File: src/rtl/sm_step_pkg.sv
// Shared types and default sizing for the multi-channel stepper step generator.
// Included by the channel core and the top-level wrapper.
package sm_step_pkg;

    localparam int SM_NCH     = 4;
    localparam int SM_SIZE    = 16;
    localparam int SM_CNTW    = 32;
    localparam int SM_PULSE_W = 10;

    typedef enum logic [1:0] {
        IDLE  = 2'd0,
        SETUP = 2'd1,
        RUN   = 2'd2,
        DONE  = 2'd3
    } state_t;

    typedef enum logic {
        MODE_CONT    = 1'b0,
        MODE_COUNTED = 1'b1
    } mode_t;

endpackage

File: src/rtl/sm_step_chan.sv
// One step/direction channel: FSM, period counter, shadowed period reload with
// minimum-period clamp, and the issued-step counter.
module sm_step_chan
    import sm_step_pkg::*;
#(
    parameter int SIZE    = SM_SIZE,
    parameter int CNTW    = SM_CNTW,
    parameter int PULSE_W = SM_PULSE_W
) (
    input  logic            clk,
    input  logic            rst,
    input  logic            load,
    input  logic [SIZE-1:0] period_in,
    input  logic            enable,
    input  logic            mode,
    input  logic            start,
    input  logic            dir_in,
    input  logic [CNTW-1:0] step_target,
    output logic            drv_step,
    output logic            drv_dir,
    output logic            busy,
    output logic            done,
    output logic [CNTW-1:0] step_count
);

    localparam logic [SIZE-1:0] HIGH_CLKS  = SIZE'(PULSE_W);
    localparam logic [SIZE-1:0] MIN_PERIOD = SIZE'(PULSE_W + 1);

    // A period shorter than the pulse plus one low clock is stretched so the
    // driver always sees a falling edge between steps.
    function automatic logic [SIZE-1:0] clamp_period(input logic [SIZE-1:0] p);
        return (p < MIN_PERIOD) ? MIN_PERIOD : p;
    endfunction

    state_t          state;
    mode_t           mode_r;
    logic [SIZE-1:0] shadow;
    logic [SIZE-1:0] active;
    logic [SIZE-1:0] cnt;
    logic [SIZE-1:0] p_eff;
    logic [SIZE-1:0] next_period;
    logic [CNTW-1:0] target;
    logic [CNTW-1:0] count_inc;
    logic            accept;
    logic            last;
    logic            final_step;

    assign p_eff       = clamp_period(active);
    assign last        = (cnt == p_eff - SIZE'(1));
    // A load landing on the boundary cycle goes straight to the next period.
    assign next_period = load ? period_in : shadow;
    assign accept      = (state == IDLE) && start && enable;
    assign count_inc   = step_count + CNTW'(1);
    assign final_step  = (mode_r == MODE_COUNTED) && (count_inc == target);

    always_ff @(posedge clk or negedge rst) begin
        if (!rst) begin
            state      <= IDLE;
            drv_step   <= 1'b0;
            drv_dir    <= 1'b0;
            busy       <= 1'b0;
            done       <= 1'b0;
            step_count <= '0;
            shadow     <= '0;
        end else begin
            if (load) begin
                shadow <= period_in;
            end
            done <= 1'b0;
            unique case (state)
                IDLE: begin
                    drv_step <= 1'b0;
                    busy     <= 1'b0;
                    if (accept) begin
                        state      <= SETUP;
                        drv_dir    <= dir_in;
                        step_count <= '0;
                        busy       <= 1'b1;
                    end
                end
                SETUP: begin
                    if (!enable) begin
                        state <= IDLE;
                        busy  <= 1'b0;
                    end else if ((mode_r == MODE_COUNTED) && (target == '0)) begin
                        state <= DONE;
                    end else begin
                        state <= RUN;
                    end
                end
                RUN: begin
                    if (!enable) begin
                        state    <= IDLE;
                        busy     <= 1'b0;
                        drv_step <= 1'b0;
                    end else begin
                        drv_step <= (cnt < HIGH_CLKS);
                        if (last) begin
                            step_count <= count_inc;
                            if (final_step) begin
                                state <= DONE;
                            end
                        end
                    end
                end
                DONE: begin
                    done     <= 1'b1;
                    busy     <= 1'b0;
                    drv_step <= 1'b0;
                    state    <= IDLE;
                end
                default: begin
                    state <= IDLE;
                end
            endcase
        end
    end

    // Datapath registers: always written before use, so no reset needed.
    always_ff @(posedge clk) begin
        if (accept) begin
            mode_r <= mode_t'(mode);
            target <= step_target;
            active <= next_period;
        end else if ((state == RUN) && last) begin
            active <= next_period;
        end
        if (state == SETUP) begin
            cnt <= '0;
        end else if (state == RUN) begin
            cnt <= last ? '0 : cnt + SIZE'(1);
        end
    end

endmodule

File: src/rtl/sm_step_gen.sv
// Multi-channel step/direction pulse generator: NCH independent channels
// sharing one period-load trigger, with packed per-channel buses.
module sm_step_gen
    import sm_step_pkg::*;
#(
    parameter int NCH     = SM_NCH,
    parameter int SIZE    = SM_SIZE,
    parameter int CNTW    = SM_CNTW,
    parameter int PULSE_W = SM_PULSE_W
) (
    input  logic                clk,
    input  logic                rst,
    input  logic                data_valid_trig,
    input  logic [NCH-1:0]      load_mask,
    input  logic [NCH*SIZE-1:0] period_in,
    input  logic [NCH-1:0]      in_drv_enable_SM,
    input  logic [NCH-1:0]      mode,
    input  logic [NCH-1:0]      start,
    input  logic [NCH-1:0]      dir_in,
    input  logic [NCH*CNTW-1:0] step_target,
    output logic [NCH-1:0]      drv_step,
    output logic [NCH-1:0]      drv_dir,
    output logic [NCH-1:0]      busy,
    output logic [NCH-1:0]      done,
    output logic [NCH*CNTW-1:0] step_count
);

    genvar i;
    generate
        for (i = 0; i < NCH; i++) begin : g_chan
            sm_step_chan #(
                .SIZE    (SIZE),
                .CNTW    (CNTW),
                .PULSE_W (PULSE_W)
            ) u_chan (
                .clk         (clk),
                .rst         (rst),
                .load        (data_valid_trig & load_mask[i]),
                .period_in   (period_in[i*SIZE +: SIZE]),
                .enable      (in_drv_enable_SM[i]),
                .mode        (mode[i]),
                .start       (start[i]),
                .dir_in      (dir_in[i]),
                .step_target (step_target[i*CNTW +: CNTW]),
                .drv_step    (drv_step[i]),
                .drv_dir     (drv_dir[i]),
                .busy        (busy[i]),
                .done        (done[i]),
                .step_count  (step_count[i*CNTW +: CNTW])
            );
        end
    endgenerate

endmodule

File: config.mk
export PLATFORM = sky130hd
export DESIGN_NAME = sm_step_gen
export DESIGN_NICKNAME = d
export VERILOG_FILES = /design/src/rtl/sm_step_pkg.sv /design/src/rtl/sm_step_chan.sv /design/src/rtl/sm_step_gen.sv
export SDC_FILE = /design/constraint.sdc
export NUM_CORES = 1
export LEC_CHECK = 0
export BUFFER_PORTS_ARGS = -buffer_cell sky130_fd_sc_hd__buf_2
export CAP_MARGIN = 20
export CORE_MARGIN = 2
export CORE_UTILIZATION = 40
export CTS_BUF_LIST = sky130_fd_sc_hd__clkbuf_16
export DETAILED_ROUTE_END_ITERATION = 10
export GPL_TIMING_DRIVEN = 0
export PLACE_DENSITY = 0.63
export SYNTH_ARGS = -nofsm -noshare
export SYNTH_HDL_FRONTEND = slang
export SYNTH_SLANG_ARGS = --single-unit
File: constraint.sdc
create_clock -name clk -period 4.2 [get_ports clk]
set_input_delay 0.42 -clock clk [delete_from_list [all_inputs] [get_ports clk]]
set_output_delay 0.42 -clock clk [all_outputs]
set_load 0.01 [all_outputs]
; Yosys cells after proc, flatten, opt, wreduce, memory -nomap -nowiden
; Index checks and enable logic that the tools add are counted.
[op_classes]
n_reduce_logical = 60
n_mux = 88
n_lt_le_gt_ge = 8
n_eq_ne = 44
add_sub_neg = 12
n_bitwise = 4
[op_table]
columns = op, count
row1 = $mux W32, 12
row2 = $mux W16, 20
row3 = $pmux W32 S2, 4
row4 = $add A32 B1 Y32 const B, 4
row5 = $eq A32 B32 Y1, 4
row6 = $logic_not A32 Y1, 4
row7 = $lt A16 B4 Y1 const B, 8
row8 = $add A16 B1 Y16 const B, 4
row9 = $eq A16 B16 Y1, 4
row10 = $sub A16 B1 Y16 const B, 4
row11 = $mux W2, 20
row12 = $pmux W2 S4, 4
row13 = $ne A3 B2 Y1 const B, 8
row14 = $reduce_bool A2 Y1, 12
row15 = $logic_and A1 B1 Y1, 20
row16 = $mux W1, 20
row17 = $eq A2 B2 Y1 const B, 8
row18 = $ne A2 B1 Y1 const B, 8
row19 = $ne A2 B2 Y1 const B, 8
row20 = $reduce_and A4 Y1, 4
row21 = $reduce_or A2 Y1, 8
row22 = $pmux W1 S3, 4
row23 = $reduce_and A3 Y1, 4
row24 = $eq A2 B1 Y1 const B, 4
row25 = other kinds (4), 16
[totals]
ff_bits = 476
wordCells = 260
in_bits = 215
out_inout_bits = 144

; Longest topological paths before layout
; Gate-level depths: netlist of the first run.
[logic_depth]
depth_word = 7
mapped_depth = 18

; By module
; From an unflattened synthesis of the first run, not the netlist that was laid out.
[unflattened]
cells_unflattened = 2646
hier_area_um2 = 26666.8
[modules_own_cells]
columns = module, n_inst, cells_per_inst, area_per_inst_um2
row1 = sm_step_chan (g_chan[0].u_chan ...), 3, 654, 6597.6
row2 = sm_step_chan (g_chan[3].u_chan), 1, 680, 6849.1
row3 = sm_step_gen, 1, 4, 25.0

; Worst setup path before layout of the first run
; OpenSTA, ideal clock, no wires.
[synth_path]
kind = register -> register
start = register g_chan[2].u_chan.active[2]
end = register g_chan[2].u_chan.active[0] (enable)
setup_ps = 392
t_required_ps = 3808
t_arrival_ps = 4252
setup_slack_ps = -444
stages_incl_launch_ff = 15
n_path_buf = 2
synth_period_minus_slack_ps = 4644
path_cell_list = edfxtp_1 > buf_6 > a21oi_1 > o21ai_0 > nor2_1 > nor2_1 > ha_1 > or4b_4 > or4b_4 > or4_1 > nand2_1 > and4_1 > o2111ai_2 > clkbuf_1 > o21bai_1
[synth_between]
elab_chain_cells = 6
[synth_rtl]
columns = item, line_no
row1 = from (decl), sm_step_chan.sv:38  ; logic [SIZE-1:0] active;
row2 = from (signal assigned), sm_step_chan.sv:124  ; active <= next_period;
row3 = from (signal assigned), sm_step_chan.sv:126  ; active <= next_period;
row4 = $lt A16 B4 Y1, sm_step_chan.sv:32  ; return (p < MIN_PERIOD) ? MIN_PERIOD : p;
row5 = $mux W16 *, sm_step_chan.sv:32
row6 = $sub A16 B1 Y16 *, sm_step_chan.sv:49  ; assign last = (cnt == p_eff - SIZE'(1));
row7 = $eq A16 B16 Y1 *, sm_step_chan.sv:49
row8 = $logic_and A1 B1 Y1 *, sm_step_chan.sv:125  ; end else if ((state == RUN) && last) begin
row9 = $reduce_bool A2 Y1 (no source line) *, n/a
; Mark *: on every way between the ends. The rest lies on a longest branch, timed or not.
; A chain may end at the register's enable or synchronous reset.

; Worst setup path after layout of the first run
[layout_path]
start = register g_chan[1].u_chan.active[5]
end = register g_chan[1].u_chan.step_count[5]
[layout_between]
elab_chain_cells = 6
[layout_rtl]
columns = item, line_no
row1 = from (decl), sm_step_chan.sv:38
row2 = from (signal assigned), sm_step_chan.sv:124
row3 = from (signal assigned), sm_step_chan.sv:126
row4 = $lt A16 B4 Y1, sm_step_chan.sv:32
row5 = $mux W16 *, sm_step_chan.sv:32
row6 = $sub A16 B1 Y16 *, sm_step_chan.sv:49
row7 = $eq A16 B16 Y1 *, sm_step_chan.sv:49
row8 = $ne A2 B1 Y1 (no source line) *, n/a
row9 = $reduce_and A4 Y1 (no source line) *, n/a
row10 = to (signal assigned), sm_step_chan.sv:99  ; step_count <= count_inc;
row11 = to (decl), sm_step_chan.sv:23  ; output logic [CNTW-1:0] step_count
; Marks and branches as above.

==> impl_results.md, run 1 <==
- Failing checks: negative setup slack
- Global-route wire length before repair: approximately 130 mm
- Min cycle time layout: 4.37 ns
- Crit path max fanout: 6
- Top FF cell, synth: dfrtp_1
- # rows: 95
- Initial drt markers: about 2300
- Clk root buf: clkbuf_16
- Final setup viols: 51
- Largest cells by area after synthesis: edfxtp_1 22%, dfrtp_1 20%, xnor2_1 5.7%
- GPL Wtd Cong: a little under 1
- Layout cell share with drive strength beyond 1: 0.233
- EDFF count, synth: 196
- # DRC: 0
- GRT overflow: 0
- Average size of a mapped cell: 9.81 um^2
- Syn Inst Count: 2757
- Reg2Reg Capture Point: g_chan[1].u_chan.step_count[5]
- # Max-Cap Violations: 0
- Die ar.: between 60000 and 70000 um^2
- Critical R2R Launch: g_chan[1].u_chan.active[5]
- Initial antenna violation count: 8
- Path type of the worst min-delay path: in -> reg
- Pwr per Cell Area: roughly 410 nW/um^2
- Fin area: ~35000 um^2
- Setup CP Type: reg -> reg
- Multi-input gate area: roughly 14000 um^2
- CTS tree: yes
- Final Hold Fails: 0
- Fin Clk Skew: 0.0200 ns
- Yosys cell types: between 80 and 90
- Relative slew slack: 0.348
- Wirelength, routed: approximately 86 mm
- Routed vias/inst: approximately 5.7
- Initial Utilization: 0.404
- Chip Width: ~260 um
- Leakage: roughly 14 nW
- Dpl hpwl: 60.4 mm
- Synth async-reset ratio: 0.454
- Core area: 67000 um^2
- Clock tree buffer depth: 3
- FILL cells: roughly 6000
- Clock sink count: roughly 480
- Hold Path Origin: step_target[107]
- Crit path DAT: between 4 and 5 ns
- Die H: 264 um
- Yosys warns: 0
- Min setup slack post-route: -0.174 ns
- Number of H-tree levels: 2
- Drt wl/cell: slightly below 20 um
- CP Capture Type: flop
- Status: finished with violations
- Slew @ Worst Pin: between 0.9 and 1 ns
- # port buffers: around 360
- Setup TNS: -3.07 ns
- Register area share after synthesis: 0.465
- Pins Over Slew Limit: 0
- Hold Path Sink: g_chan[3].u_chan.target[11]
- Max VDD drop: roughly 0.39 mV
- Storage element area: about 13000 um^2
- Yosys reg bits: 476
- WHS Path Cells: 1
- Vias in the first global route: around 24000
- # IOs: approximately 360
- Fmax: 229 MHz
- Placed cell area: about 30000 um^2
- Total CTS buffers: between 50 and 60
- Cell Area, Synth: about 27000 um^2
- Post-route ant nets: 0
- GR Util All Layers: 0.237
- Req. time, crit path: 4.71 ns
- Via Count: about 25000
- Fin crit share: 1.04
- Crit. Startpoint: g_chan[1].u_chan.active[5]
- R2R depth: 18
- Largest net degree at the start of global routing: between 100 and 150
- CP Launch Type: flop
- Dominant cell type by area after synthesis: edfxtp_1
- Area fraction of the dominant cell type after synthesis: 0.218
- Nets: 3637
- DRT Pass-1 Iters: 9
- Flop2flop setup slack: -0.17 ns
- Syn Nets: ~3000
- Clock input transition at the sequential cells of the worst setup and hold paths: around 0.06 ns
- RSZ-0062 raised after global routing: true
- Skew-Pair Late Insertion Delay: about 0.6 ns
- Syn-to-layout area delta: 28.8%
==> worst max-delay path, cell delays in order (launching register included) <==
cell and delay (ns):
edfxtp_1 0.41, or4_4 0.56, or4_4 0.47, nor2_4 0.14, nor2_2 0.06, ha_2 0.20
buf_6 0.12, or3b_4 0.25, nor2_4 0.04, o211ai_1 0.09, nand2_1 0.10, a2111o_1 0.42
a2111oi_4 0.35, buf_6 0.19, buf_8 0.14, buf_12 0.10, nand2_4 0.04, or4_4 0.49
nand3_2 0.10
==> per-layer routing <==
metal	part of all wire	up-vias	global-route usage
met2	0.46	948	0.380
met5	0.00015	-	0
met3	0.074	204	0.0455
met4	0.035	2	0.0834
li1	-	11563	-
met1	0.43	11808	0.319
==> how the worst max path moves through the flow <==
stage	to	cells after the start
finish	g_chan[1].u_chan.step_count[5]	18
global placement	g_chan[2].u_chan.step_count[3]	1
floorplan	g_chan[2].u_chan.active[0]	14
detailed placement	g_chan[0].u_chan.step_count[26]	18
CTS	g_chan[1].u_chan.step_count[20]	15
global route	g_chan[1].u_chan.step_count[5]	18
==> logic make-up (layout without fill, tap and decap cells) <==
family | after synthesis | count (layout) | share of synthesized area
buf+inv | 220 | 893 | 0.0340
mux | 103 | 103 | 0.0416
simple gates | 1137 | 1138 | 0.224
compound gates | 488 | 488 | 0.123
other cells | 0 | 6 | 0
fa+ha+maj | 37 | 37 | 0.0170
xor+xnor | 296 | 296 | 0.0958
flops | 476 | 476 | 0.465
==> power by group <==
part           switching, mW  total [mW]  internal, mW
clock network           2.03        4.83          2.80
logic                   1.98        3.43          1.45
registers              0.495        5.94          5.45
total                   4.50        14.2          9.70
==> synthesized netlist by cell type (9+ instances only) <==
master      n
nand4b_1   10
nand3_1   150
nand4_1    88
o211ai_1   29
o41ai_1    17
and3_1     52
nor4b_1     9
nand2_1   224
clkbuf_1  141
nor3_1     77
and4_1     32
a22o_1     18
nor2_1    194
o22ai_1     9
nor3b_1    15
a21oi_1    73
a31oi_1    34
mux2_2     75
mux2i_1    28
or4_1      32
buf_4      19
dfrtp_1   216
inv_1      43
nand3b_1   12
edfxtp_1  196
ha_1       36
and2_1     29
dfxtp_1    64
a211oi_1    9
or2_2      10
xor2_1    119
or3_1      29
o31ai_1    55
a311o_1    11
xnor2_1   177
nand2b_1   23
nor4_1    107
o21ai_0   129
nor2b_1    19
buf_1       9
==> cell type report <==
cell class                      count  share of cell area
Multi-Input combinational cell   2062               0.408
Sequential cell                   476               0.361
Timing Repair Buffer              585               0.118
Clock buffer                       56              0.0402
Tap cell                          873              0.0313
Buffer                            164              0.0248
Clock inverter                     45              0.0117
Inverter                           43             0.00463
Antenna cell                        6            0.000431
==> stage by stage <==
step                      setup WS (ns)  std cells  utilization  hold WS [ns]  total power, mW
after floorplan                  0.0290       2757            -         0.124             7.81
after global placement            -1.70       3986        0.447         0.474             8.88
after detailed placement          -1.15       3992        0.449         0.283             8.93
after CTS                        -0.226       4274        0.508      0.000957             14.2
after global routing             -0.277       4310        0.520       0.00675             14.9
final                            -0.174       4310        0.520        0.0382             14.2
==> sequential cells by signal, indices dropped and copies added (netlist names) <==
| register | flops |
|---|---|
| g_chan.u_chan.done | 4 |
| g_chan.u_chan.shadow | 64 |
| g_chan.u_chan.busy | 4 |
| g_chan.u_chan.drv_step | 4 |
| g_chan.u_chan.mode_r | 4 |
| g_chan.u_chan.state | 8 |
| g_chan.u_chan.step_count | 128 |
| g_chan.u_chan.drv_dir | 4 |
| g_chan.u_chan.cnt | 64 |
| g_chan.u_chan.active | 64 |
| g_chan.u_chan.target | 128 |
==> timing repair <==
item / 4_1_cts / 5_1_grt
hold endpoints to repair: 154 / 0
resized for setup: 104 / 134
endpoints found under the setup margin: 254 / 251
pin swaps: 37 / 47
setup buffers: 50 / 35
hold buffers: 132 / 0
gates cloned: 5 / 4
==> cell usage in the layout (no fill, tap or decap), drive strengths merged, types with 19 or more instances in the layout <==
master / count
a21oi: 73
a31oi: 34
and2: 30
and3: 52
and4: 32
buf: 496
clkbuf: 177
clkinv: 19
dfrtp: 216
dfxtp: 64
dlygate4sd3: 132
edfxtp: 196
ha: 36
inv: 56
mux2: 75
mux2i: 28
nand2: 224
nand2b: 24
nand3: 150
nand4: 88
nor2: 194
nor2b: 19
nor3: 77
nor4: 107
o211ai: 30
o21ai: 134
o31ai: 55
or3: 29
or4: 32
xnor2: 177
xor2: 119
No activity file was read; power rests on OpenSTA's default activity.
==> run 2, diff against run 1 <==
--- a/config.mk
+++ b/config.mk
@@ -12,6 +12,7 @@
 export CTS_BUF_LIST = sky130_fd_sc_hd__clkbuf_16
 export DETAILED_ROUTE_END_ITERATION = 10
 export GPL_TIMING_DRIVEN = 0
+export MAX_ROUTING_LAYER = met4
 export PLACE_DENSITY = 0.63
 export SYNTH_ARGS = -nofsm -noshare
 export SYNTH_HDL_FRONTEND = slang
==> impl_results.md, run 2 (synthesis gave the netlist of run 1 again) <==
- Most Frequent Cell on Critical Path: or4b_4
- Critical path's slowest cell: or4b_4
- Clock tree buffer depth: 3 (unchanged)
- Initial Utilization: 0.404 (unchanged)
- Dpl hpwl: 60.5 mm (+0.14%)
- Pins Over Slew Limit: 0 (unchanged)
- # Max-Cap Violations: 0 (unchanged)
- Reg2Reg Capture Point: g_chan[2].u_chan.step_count[14]
- Skew-Pair Late Insertion Delay: 0.60 ns (about the same)
- Initial drt markers: 1917 (-16%)
- Place WS: -1.24 ns (-0.0884 ns)
- Commonest non-fill, non-tap cell in the layout: buf_2
- # IOs: 359 (unchanged)
- Path type of the worst min-delay path: in -> reg
- CP Launch Type: flop
- Wirelength, routed: 85.8 mm (about the same)
- Crit path DAT: 4.78 ns (-0.11 ns)
- Die ar.: 69700 um^2 (unchanged)
- Die H: 264 um (unchanged)
- Nets: 3653 (+0.44%)
- Core Util, Final: 0.518 (-0.00136)
- Final setup viols: 40 (-22%)
- Fmax: 233 MHz (+1.9%)
- Fin Clk Skew: 0.0177 ns (-0.00229 ns)
- Buf+Inv Stages, Crit Path: 2 (-2)
- Vias in the first global route: 23478 (-0.14%)
- Core area: 67000 um^2 (unchanged)
- Setup CP Type: reg -> reg
- Leakage: 13.7 nW (-0.65%)
- Multi-input gate area: 14100 um^2 (-0.78%)
- Chip Width: 264 um (unchanged)
- Crit. Startpoint: g_chan[2].u_chan.active[0]
- Pwr per Cell Area: 406 nW/um^2 (-0.33%)
- GPL Wtd Cong: 0.968 (+0.28%)
- Layout cell share with drive strength beyond 1: 0.229 (-0.00456)
- Largest net degree at the start of global routing: 96 (-5.9%)
- Syn-to-layout area delta: 28.4%
- GRT overflow: 0 (unchanged)
- Relative slew slack: 0.371 (+0.0227)
- # rows: 95 (unchanged)
- # port buffers: 356 (unchanged)
- Clock sink count: 476 (unchanged)
- CP Capture Type: flop
- Min cycle time layout: 4.29 ns (-0.0813 ns)
- Total CTS buffers: 55 (+1.9%)
- R2R depth: 15 (-3)
- Hold Slack: 0.0588 ns (+0.0206 ns)
- FILL cells: 6092 (+0.40%)
- Hold Path Origin: dir_in[1]
- Storage element area: 12600 um^2 (unchanged)
- Min setup slack post-route: -0.0925 ns (+0.0813 ns)
- CTS tree: yes
- Crit path to: g_chan[2].u_chan.step_count[14]
- Failing checks: negative setup slack
- Critical R2R Launch: g_chan[2].u_chan.active[0]
- Max VDD drop: 0.348 mV (-10%)
- CP cell instances: a21oi_4, o21ai_2, nor2_2, nor2_1, ha_2, or4b_4, or4b_4, nor4_4, xnor2_1, or3b_4, or3_4, o31a_1, buf_8, buf_6, a211o_1
- Clk root buf: clkbuf_16
- Initial antenna violation count: 6 (-2)
- Top flop regs: g_chan.u_chan.step_count (128), g_chan.u_chan.target (128)
- Clock input transition at the sequential cells of the worst setup and hold paths: 0.07 ns (about the same)
- Via Count: 24492 (-0.13%)
- Drt wl/cell: 19.8 um (-0.25%)
- # DRC: 0 (unchanged)
- RSZ-0062 raised after global routing: true
- Delay of the slowest critical-path stage: 0.56 ns (about the same)
- Number of H-tree levels: 2 (unchanged)
- CP delay by family, top: simple AND/OR/NAND/NOR gates
- Routed vias/inst: 5.66 (-0.48%)
- Req. time, crit path: 4.69 ns (-0.02 ns)
- Most frequent cells in the layout: 363 x buf_2, 216 x dfrtp_1, 213 x nand2_1
- Crit path max fanout: 8 (+2)
- Flop2flop setup slack: -0.09 ns (+0.08 ns)
- Global-route wire length before repair: 133 mm (+0.77%)
- Slew @ Worst Pin: 0.936 ns (-0.0338 ns)
- Fin crit share: 1.02 (-0.0193)
- Final Hold Fails: 0 (unchanged)
- WP depth: 15 (-3)
- DRT Pass-1 Iters: 5 (-4)
- GR Util All Layers: 0.245 (+0.00846)
- Status: finished with violations
- Post-route ant nets: 0 (unchanged)
## run 2: cell count changes in the layout (fill, tap and decap cells not counted), moves of 4 or more
cell,before,now
buf_2,367,363
buf_4,85,105
buf_6,20,11
clkbuf_2,4,8
clkinv_2,9,14
clkinvlp_4,7,2
nand2_1,204,213
nand2_4,12,4
## run 2: routing by layer
metal	GRT usage	vias to the layer above	routed length, um
li1	-	11583	-
met1	0.326	11827	37400
met2	0.384	897	39800
met3	0.0407	185	5840
met4	0.0762	0	2740
met5	-	-	0
## run 2: cell type report
| class | count | area share |
|---|---|---|
| Tap cell | 873 | 0.0314 |
| Sequential cell | 476 | 0.362 |
| Timing Repair Buffer | 598 | 0.120 |
| Buffer | 166 | 0.0248 |
| Inverter | 43 | 0.00464 |
| Clock inverter | 47 | 0.0113 |
| Clock buffer | 55 | 0.0396 |
| Multi-Input combinational cell | 2062 | 0.406 |
| Antenna cell | 5 | 0.000360 |
## run 2: how the worst min path moves through the flow
stage,end,slack [ns],cells after the start
after detailed placement,g_chan[3].u_chan.shadow[14],0.31,1
after global routing,g_chan[3].u_chan.target[11],0.03,1
after global placement,g_chan[1].u_chan.drv_step,0.47,2
after CTS,g_chan[0].u_chan.drv_dir,0.007,2
after floorplan,g_chan[0].u_chan.busy,0.12,0
final,g_chan[1].u_chan.drv_dir,0.06,2
## run 2: metrics by stage
stage | area (um^2) | total power, mW | instances | setup TNS, ns
after floorplan | 27100 | 7.81 | 2757 | 0
after global placement | 30000 | 8.87 | 3986 | -495.88
after detailed placement | 30100 | 8.92 | 3993 | -148.38
after CTS | 34000 | 14.1 | 4268 | -10.97
after global routing | 34800 | 14.8 | 4325 | -13.50
final | 34800 | 14.1 | 4325 | -1.54
## run 2: worst reg2reg max path, stage by stage, from the launching register on
cell and delay (ns):
edfxtp_1 0.41, a21oi_4 0.09, o21ai_2 0.18, nor2_2 0.08, nor2_1 0.13, ha_2 0.20
or4b_4 0.49, or4b_4 0.57, nor4_4 0.16, xnor2_1 0.18, or3b_4 0.40, or3_4 0.38
o31a_1 0.35, buf_8 0.19, buf_6 0.14, a211o_1 0.25
## run 2: timing repair
item                                    in CTS  in global routing
cloned                                       4                  4
endpoints found under the setup margin     255                253
pin swaps                                   44                 39
hold buffers                               133                  0
hold endpoints to repair                   161                  0
setup buffers                               43                 54
resized for setup                          101                103
## run 2: where the power goes
part           switching, mW  leakage (nW)  internal [mW]
Clock                   2.01         0.912           2.75
Sequential             0.488          5.17           5.45
Combinational           1.97          7.61           1.45
==> run 3, diff against run 2 <==
--- a/config.mk
+++ b/config.mk
@@ -6,14 +6,13 @@
 export NUM_CORES = 1
 export LEC_CHECK = 0
 export BUFFER_PORTS_ARGS = -buffer_cell sky130_fd_sc_hd__buf_2
-export CAP_MARGIN = 20
 export CORE_MARGIN = 2
-export CORE_UTILIZATION = 40
+export CORE_UTILIZATION = 50
 export CTS_BUF_LIST = sky130_fd_sc_hd__clkbuf_16
 export DETAILED_ROUTE_END_ITERATION = 10
 export GPL_TIMING_DRIVEN = 0
 export MAX_ROUTING_LAYER = met4
-export PLACE_DENSITY = 0.63
+export PLACE_DENSITY = 0.75
 export SYNTH_ARGS = -nofsm -noshare
 export SYNTH_HDL_FRONTEND = slang
 export SYNTH_SLANG_ARGS = --single-unit
==> impl_results.md, run 3 (synthesis gave the netlist of run 1 again) <==
- Status: finished with violations
- Failing checks: negative setup slack
- GR Util All Layers: 0.315 (+0.0702)
- Vias in the first global route: 24387 (+3.9%)
- Syn-to-layout area delta: 27.6%
- Initial drt markers: 2162 (+13%)
- # Max-Cap Violations: 0 (unchanged)
- Fmax: 226 MHz (-3.2%)
- Global-route wire length before repair: 137 mm (+2.4%)
- Initial Utilization: 0.504 (+0.100)
- Initial antenna violation count: 6 (unchanged)
- Int Power: 9.52 mW (-1.4%)
- Wirelength, routed: 89.2 mm (+4.0%)
- Chip Width: 237 um (-10%)
- Multi-input gate area: 14300 um^2 (+1.3%)
- Fin crit share: 1.06 (+0.0335)
- Final setup viols: 93 (+130%)
- Top flop regs: g_chan.u_chan.step_count (128), g_chan.u_chan.target (128)
- Dpl hpwl: 62.7 mm (+3.8%)
- Setup TNS: -9.71 ns (-8.17 ns)
- Commonest non-fill, non-tap cell in the layout: buf_2
- Req. time, crit path: 4.70 ns (about the same)
- Die ar.: 56000 um^2 (-20%)
- Routed vias/inst: 6.15 (+8.6%)
- Max VDD drop: 0.384 mV (+10%)
- FILL cells: 4272 (-30%)
- Min setup slack post-route: -0.233 ns (-0.141 ns)
- Die H: 237 um (-10%)
- Clock share of power: 0.327 (-0.010)
- Drt wl/cell: 21.6 um (+9.1%)
- Final Hold Fails: 0 (unchanged)
- # port buffers: 356 (unchanged)
- Skew-Pair Late Insertion Delay: 0.62 ns (+0.02 ns)
- Min cycle time layout: 4.43 ns (+0.141 ns)
- Via Count: 25381 (+3.6%)
- # DRC: 0 (unchanged)
- Crit path DAT: 4.94 ns (+0.16 ns)
- Relative slew slack: 0.152 (-0.219)
- Sequential Power Share: 0.425 (+0.005)
- Clock sink count: 476 (unchanged)
- Clock input transition at the sequential cells of the worst setup and hold paths: 0.06 ns (about the same)
- Pwr per Cell Area: 407 nW/um^2 (+0.19%)
- Fin Clk Skew: 0.0197 ns (+0.00198 ns)
- Leakage: 13.8 nW (+0.53%)
- Post-route ant nets: 0 (unchanged)
- # IOs: 359 (unchanged)
- CP Launch Type: flop
- Core area: 53700 um^2 (-20%)
- Hold Slack: 0.0210 ns (-0.0378 ns)
- RSZ-0062 raised after global routing: true
- GPL Wtd Cong: 0.968 (about the same)
- Storage element area: 12600 um^2 (unchanged)
- Clock tree buffer depth: 3 (unchanged)
- DRT Pass-1 Iters: 7 (+2)
- Number of H-tree levels: 2 (unchanged)
- Clk root buf: clkbuf_16
- Largest net degree at the start of global routing: 98 (+2.1%)
- Crit path max fanout: 5 (-3)
- Most frequent cells in the layout: 359 x buf_2, 216 x dfrtp_1, 204 x nand2_1
- Total CTS buffers: 53 (-3.6%)
- # rows: 85 (-11%)
- CTS tree: yes
- Combinational power share: 0.248 (+0.006)
- Sw power: 4.53 mW (+1.5%)
- Path type of the worst min-delay path: in -> reg
- Sw Share: 0.322 (+0.00630)
- Pins Over Slew Limit: 0 (unchanged)
- Setup CP Type: reg -> reg
- Layout cell share with drive strength beyond 1: 0.230 (+0.000953)
- GRT overflow: 0 (unchanged)
- Nets: 3630 (-0.63%)
- Slew @ Worst Pin: 1.27 ns (+0.336 ns)
- CP Capture Type: flop
run 3: cell count changes in the layout (fill, tap and decap cells not counted), sizes merged:
cell | before | now
dlygate4sd3 | 133 | 128
inv | 56 | 64
clkdlybuf4s18 | 1 | 0
buf | 505 | 494
bufinv | 6 | 3
diode | 5 | 6
clkinv | 26 | 18
clkbuf | 180 | 177
run 3: what timing repair did:
item,4_1_cts,5_1_grt
setup buffers,45,45
gates cloned,5,4
endpoints found under the setup margin,254,235
pin swaps,48,60
hold buffers,128,0
hold endpoints to repair,161,0
resized for setup,124,127
run 3: per-layer routing:
| metal | routed length (um) | up-vias | global-route usage |
|---|---|---|---|
| met3 | 5950 | 268 | 0.0466 |
| li1 | - | 11538 | - |
| met1 | 36900 | 12424 | 0.404 |
| met4 | 4170 | 0 | 0.140 |
| met5 | 0 | - | - |
| met2 | 42200 | 1151 | 0.498 |
run 3: cell type report:
cell class,instances,share of cell area
Sequential cell,476,0.364
Buffer,160,0.0240
Timing Repair Buffer,583,0.118
Antenna cell,6,0.000435
Clock buffer,56,0.0406
Tap cell,696,0.0252
Inverter,43,0.00467
Clock inverter,44,0.00884
Multi-Input combinational cell,2062,0.414
run 3: path summary, 6_finish.rpt:
check                                            start                               to  slack (ns)  cells after the start
hold reg to reg              g_chan[1].u_chan.drv_step        g_chan[1].u_chan.drv_step        0.48                      2
max in group asynchronous                          rst        g_chan[1].u_chan.state[1]        2.64                      4
setup / recovery           g_chan[2].u_chan.active[11]  g_chan[2].u_chan.step_count[30]       -0.23                     15
hold / removal                         step_target[38]       g_chan[1].u_chan.target[6]        0.02                      1
setup reg to reg           g_chan[2].u_chan.active[11]  g_chan[2].u_chan.step_count[30]       -0.23                     15
min in group asynchronous                          rst  g_chan[0].u_chan.step_count[21]        0.26                      2
run 3: critical path: stages, from the launching register on:
cell      delay [ns]
edfxtp_1        0.46
nor4_4          0.10
nand4b_1        0.20
nor2_2          0.10
nor2_1          0.13
ha_2            0.21
or4b_4          0.49
or4b_4          0.57
nor4_4          0.17
xnor2_1         0.17
or3b_4          0.40
or3_4           0.38
o31a_1          0.38
buf_6           0.19
buf_8           0.14
a22o_1          0.24
run 3: through the flow:
| step | worst slack, ns | instances | util | power, mW | cell area, um^2 |
|---|---|---|---|---|---|
| floorplan | 0.0290 | 2757 | - | 7.81 | 27100 |
| global placement | -1.48 | 3809 | 0.554 | 8.81 | 29800 |
| detailed placement | -1.14 | 3812 | 0.556 | 8.92 | 29900 |
| CTS | -0.221 | 4080 | 0.628 | 13.9 | 33700 |
| global route | -0.326 | 4126 | 0.643 | 14.6 | 34500 |
| finish | -0.233 | 4126 | 0.643 | 14.0 | 34500 |
run 3: power by group through the flow:
stage          logic [mW]  clock network, mW  registers [mW]
3_5_place_dp         2.89                  0            6.03
3_3_place_gp         2.80                  0            6.01
4_1_cts              3.27               4.67            5.94
5_1_grt              3.76               4.86            6.02
6_report             3.48               4.60            5.97
2_1_floorplan        1.92                  0            5.89
